## src/rtl/defuse_game_core.sv

```systemverilog
// rtl/defuse_game_core.sv - bomb-defuse puzzle engine: LFSR puzzle draw, answer judge, stage/strike/timer tracking
// Screens and main symbol are sliced from the LFSR value present in LOAD.
module defuse_game_core #(
    parameter int          NUM_SCREENS = 4,
    parameter int          SYM_W       = 2,
    parameter int          STAGES      = 3,
    parameter int          MAX_STRIKES = 3,
    parameter int          TIME_W      = 8,
    parameter int          TIME_INIT   = 60,
    parameter logic [15:0] SEED        = 16'hACE1
) (
    input  logic                         CLK,
    input  logic                         RST,
    input  logic                         tick,
    input  logic                         start_btn,
    input  logic                         set_btn,
    input  logic [NUM_SCREENS-1:0]       switch_pos,
    output logic [NUM_SCREENS*SYM_W-1:0] screens,
    output logic [SYM_W-1:0]             main_display,
    output logic [1:0]                   checklight,
    output logic [3:0]                   stage,
    output logic [2:0]                   strikes,
    output logic [TIME_W-1:0]            time_left,
    output logic                         defused,
    output logic                         exploded
);

    localparam int          IDX_W    = $clog2(NUM_SCREENS);
    localparam logic [15:0] SEED_EFF = (SEED == 16'h0000) ? 16'h0001 : SEED;

    typedef enum logic [2:0] {S_IDLE, S_LOAD, S_WAIT, S_DEFUSED, S_EXPLODED} state_t;

    state_t                         r_state;
    state_t                         w_state_nxt;
    logic [15:0]                    r_lfsr;
    logic [15:0]                    w_lfsr_nxt;
    logic [NUM_SCREENS*SYM_W-1:0]   r_screens;
    logic [SYM_W-1:0]               r_main;
    logic [1:0]                     r_check;
    logic [3:0]                     r_stage;
    logic [2:0]                     r_strikes;
    logic [TIME_W-1:0]              r_time;

    logic [IDX_W-1:0]               w_idx;
    logic                           w_found;
    logic [NUM_SCREENS-1:0]         w_expect;
    logic                           w_correct;
    logic                           w_start;
    logic                           w_set;
    logic                           w_tick;
    logic                           w_time_zero;
    logic [3:0]                     w_stage_nxt;
    logic [2:0]                     w_strikes_nxt;

    // Galois form of x^16+x^14+x^13+x^11+1
    assign w_lfsr_nxt = r_lfsr[0] ? ((r_lfsr >> 1) ^ 16'hB400) : (r_lfsr >> 1);

    always_comb begin
        w_idx   = IDX_W'(NUM_SCREENS - 1);
        w_found = 1'b0;
        for (int i = 0; i < NUM_SCREENS; i++) begin
            if (!w_found && (r_screens[i*SYM_W +: SYM_W] == r_main)) begin
                w_idx   = IDX_W'(i);
                w_found = 1'b1;
            end
        end
    end

    assign w_expect      = NUM_SCREENS'(1) << w_idx;
    assign w_correct     = (switch_pos == w_expect);
    assign w_start       = start_btn && ((r_state == S_IDLE) || (r_state == S_DEFUSED) ||
                                         (r_state == S_EXPLODED));
    assign w_set         = set_btn && (r_state == S_WAIT);
    assign w_tick        = tick && ((r_state == S_LOAD) || (r_state == S_WAIT)) &&
                           (r_time != '0);
    assign w_time_zero   = w_tick && (r_time == TIME_W'(1));
    assign w_stage_nxt   = r_stage + 4'd1;
    assign w_strikes_nxt = r_strikes + 3'd1;

    always_ff @(posedge CLK or negedge RST) begin
        if (!RST) begin
            r_state <= S_IDLE;
        end else begin
            r_state <= w_state_nxt;
        end
    end

    always_comb begin
        w_state_nxt = r_state;
        case (r_state)
            S_IDLE, S_DEFUSED, S_EXPLODED: begin
                if (start_btn) w_state_nxt = S_LOAD;
            end
            S_LOAD: begin
                w_state_nxt = w_time_zero ? S_EXPLODED : S_WAIT;
            end
            S_WAIT: begin
                // A winning final answer beats a timer expiring on the same edge
                if (w_set && w_correct && (w_stage_nxt == 4'(STAGES)))
                    w_state_nxt = S_DEFUSED;
                else if (w_time_zero)
                    w_state_nxt = S_EXPLODED;
                else if (w_set && !w_correct && (w_strikes_nxt == 3'(MAX_STRIKES)))
                    w_state_nxt = S_EXPLODED;
                else if (w_set && w_correct)
                    w_state_nxt = S_LOAD;
            end
            default: w_state_nxt = S_IDLE;
        endcase
    end

    always_comb begin
        defused  = 1'b0;
        exploded = 1'b0;
        case (r_state)
            S_DEFUSED:  defused  = 1'b1;
            S_EXPLODED: exploded = 1'b1;
            default: ;
        endcase
    end

    always_ff @(posedge CLK or negedge RST) begin
        if (!RST) begin
            r_lfsr    <= SEED_EFF;
            r_screens <= '0;
            r_main    <= '0;
            r_check   <= 2'b00;
            r_stage   <= 4'd0;
            r_strikes <= 3'd0;
            r_time    <= '0;
        end else begin
            r_lfsr <= w_lfsr_nxt;
            if (w_start) begin
                r_check   <= 2'b00;
                r_stage   <= 4'd0;
                r_strikes <= 3'd0;
                r_time    <= TIME_W'(TIME_INIT);
            end
            if (r_state == S_LOAD) begin
                r_screens <= r_lfsr[NUM_SCREENS*SYM_W-1:0];
                r_main    <= r_lfsr[NUM_SCREENS*SYM_W +: SYM_W];
            end
            if (w_set) begin
                if (w_correct) begin
                    r_stage <= w_stage_nxt;
                    r_check <= 2'b01;
                end else begin
                    r_strikes <= w_strikes_nxt;
                    r_check   <= 2'b10;
                end
            end
            if (w_tick) r_time <= r_time - TIME_W'(1);
        end
    end

    assign screens      = r_screens;
    assign main_display = r_main;
    assign checklight   = r_check;
    assign stage        = r_stage;
    assign strikes      = r_strikes;
    assign time_left    = r_time;

endmodule

```

## config.mk

```make
export PLATFORM = sky130hd
export DESIGN_NAME = defuse_game_core
export DESIGN_NICKNAME = d
export VERILOG_FILES = /design/src/rtl/defuse_game_core.sv
export SDC_FILE = /design/constraint.sdc
export NUM_CORES = 1
export LEC_CHECK = 0
export BUFFER_PORTS_ARGS = -buffer_cell sky130_fd_sc_hd__buf_2
export CAP_MARGIN = 40
export CORE_MARGIN = 4
export CORE_UTILIZATION = 59
export CTS_CLUSTER_SIZE = 14
export DETAILED_ROUTE_END_ITERATION = 12
export PLACE_DENSITY_LB_ADDON = 0.12
export SLEW_MARGIN = 5
export SYNTH_ARGS = -nofsm -noshare
export SYNTH_HDL_FRONTEND = slang
export SYNTH_SLANG_ARGS = --single-unit
```

## constraint.sdc

```tcl
create_clock -name CLK -period 6.7 [get_ports CLK]
set_clock_uncertainty 0.15 [all_clocks]
set_input_delay 0 -clock CLK [delete_from_list [all_inputs] [get_ports CLK]]
set_output_delay 0 -clock CLK [all_outputs]
set_load 0.03 [all_outputs]
```

==> run metrics <==
status=finished clean; vias per cell=5.449; post-CTS setup buffer count=0; detailed placer's ending HPWL=between 2000 and 3000 um; Placed Area=between 0.002 and 0.0025 mm2; CP startpoint kind=flip-flop; WHS Endpoint=checklight[0]; Yosys reg bits=between 40 and 50; pre-CTS worst setup slack=~4400 ps; fin crit period=3237 ps; final instance area=approximately 0.0026 mm2; number of I/O port buffers=37; fin crit share=0.4832; Critical Path AT=roughly 3400 ps; CTS tree=yes; highest metal used=met4; final hold vios=0; Hold Path Cell Cnt=5; Finished Layout Cells=roughly 290; Yosys cell types=41; min-delay src=switch_pos[0]; Clock Pin Slew Worst Setup and Hold Paths=140 ps; cell row count=21; global-route wire length before repair=between 6000 and 7000 um; Worst setup EP type=flip-flop; Ant. Diodes=0; routed wl met2=about 1900 um; slowest CP cell=dlygate4sd3_1; full die area=roughly 0.0046 mm2; initial core utilization=0.6253; actual slew at the worst max-slew pin=about 590 ps; syn avg cell area=about 11 um2; IO Count=38; most frequent cells in the layout=38 x dfrtp_1, 37 x buf_2, 20 x o21ai_0; drt drc=0; Post-Syn Instances=roughly 190; post-CTS resize count=0; Starting DRT DRC Count=63; core area=between 0.003 and 0.004 mm2; nets@finish=between 200 and 300; clk sink count=46; WL final=4162 um; overall die width=68.17 um; Num CTS Buffers=5; vias in the first global route=approximately 1400; wl on met1=1981 um; clock buffer depth=2; Largest stage delay, worst path=about 610 ps; CP most frequent cell=dlygate4sd3_1; maximum vdd drop=between 0.2 and 0.3 mV; CP required=a little under 7000 ps; drt wl/cell=between 10 and 15 um; Critical Path, Cell by Cell=xor2_1, a2bb2oi_2, nand4b_1, dlygate4sd3_1, a211oi_4, o21ai_1, o21ai_0, dlygate4sd3_1; GRT Overall Usage=0.1987; crit path kind=flip-flop to flip-flop; Primary FF master, synth=dfrtp_1; Final ANT Viol Nets=0; FF-to-FF setup slack=~3500 ps; final setup violation count=0; Slew headroom=0.6080; grt total ovfl=0; Post-Synthesis Cell Area=around 0.0021 mm2; Post-CTS Hold Buffers=10; Vias=around 1600; reg2reg path depth=8; layout cells sized above 1=0.3029; max-slew violation total from the final report=0; Syn. warnings=0; sequential-to-total area share from yosys stat=0.5436; total power=about 830 uW; Max Fclk=approximately 0.31 GHz; worst r2r dst=r_state[0]; leakage=roughly 1.3 nW; RSZ-0062 raised after global routing=no; floorplan die height=about 68 um; commonest non-fill, non-tap cell in the layout=dfrtp_1; Clock Tree Root=clkbuf_4; H-Tree Depth=2; EDFF count, synth=0; maximum number of pins on one net before global-route repair=34; Cell Pwr Density=about 320 mW/mm2; WHS=around 60 ps; max cap viols=0; final core occ=0.7538; TNS Setup=0 ps; Synth async-reset ratio=1.000; Post-Syn Nets=204; drt pass-1 iters=4; Hold Path Class=primary input to flip-flop; WL met3=about 180 um; Inst Count DP=269; crit path from=main_display[1]; critical-path maximum fanout=10; Worst Slack Setup Final=about 3500 ps; initial antenna violation count=0; Skew-Pair Late Insertion Delay=between 300 and 400 ps; Placer Congestion=approximately 0.81; Reg-to-Reg Start=main_display[1]; synthesis-to-layout area growth=20.56%
-- worst max path at each step --
stage,depth (start not counted),endpoint
final,8,r_state[0]
after floorplan,6,stage[2]
after global placement,6,stage[2]
after global routing,8,r_state[0]
after detailed placement,6,stage[2]
after CTS,8,r_state[0]
-- state kept, by name, indices dropped and copies added (netlist names) --
signal,cells
checklight,2
main_display,2
r_lfsr,16
r_state,3
screens,8
stage,4
strikes,3
time_left,8
-- kinds of logic (layout without fill, tap and decap cells) --
group | Yosys count | count (layout) | share of synthesized area
AOI/OAI and AO/OA | 39 | 39 | 0.1265
xor gates and xnor gates | 13 | 13 | 0.05331
adders and majority gates | 7 | 7 | 0.04101
buffers and inverters | 14 | 67 | 0.02518
DFF | 46 | 46 | 0.5436
muxes | 13 | 13 | 0.06913
and+or+nand+nor | 56 | 56 | 0.1412
-- area by class of cell --
class	instances	area, um2
fill	249	840.8
timing repair buffer	50	320.3
clock inverter	3	43.79
multi-input combinational	128	920.9
clock buffer	5	37.54
tap	46	57.56
sequential	46	1161
inverter	9	33.78
-- report_power, final --
part           internal (mW)  leakage, nW  switching (mW)
registers              0.313        0.588          0.0492
clock network         0.0793       0.0456          0.0917
logic                  0.108        0.703           0.189
total                  0.501         1.34           0.330
-- worst max-delay path: cells and delay by family (launching register included) --
| kind | cells | cell delay, ps |
|---|---|---|
| flip-flops | 1 | 470 |
| AND/OR/NAND/NOR | 1 | 120 |
| XOR/XNOR | 1 | 250 |
| AO/OA/AOI/OAI | 4 | 1010 |
| buffers and inverters | 2 | 1190 |
-- Yosys cell counts, drive strengths merged, types with 4 or more instances --
master  count  area share
dfrtp      38        0.45
o21ai      22       0.052
nand2      16       0.029
mux2       11       0.060
nand3      10       0.023
inv         9       0.016
dfstp       8       0.098
xor2        8       0.033
ha          7       0.041
nor2        5      0.0088
xnor2       5       0.021
a31o        4       0.016
nor3        4      0.0094
-- routing by layer --
metal	track usage	up-vias
met5	0	-
met2	0.2996	32
met3	0.03941	8
li1	-	767
met1	0.2789	757
met4	0.08685	0
(Power assumes the default switching activity.)
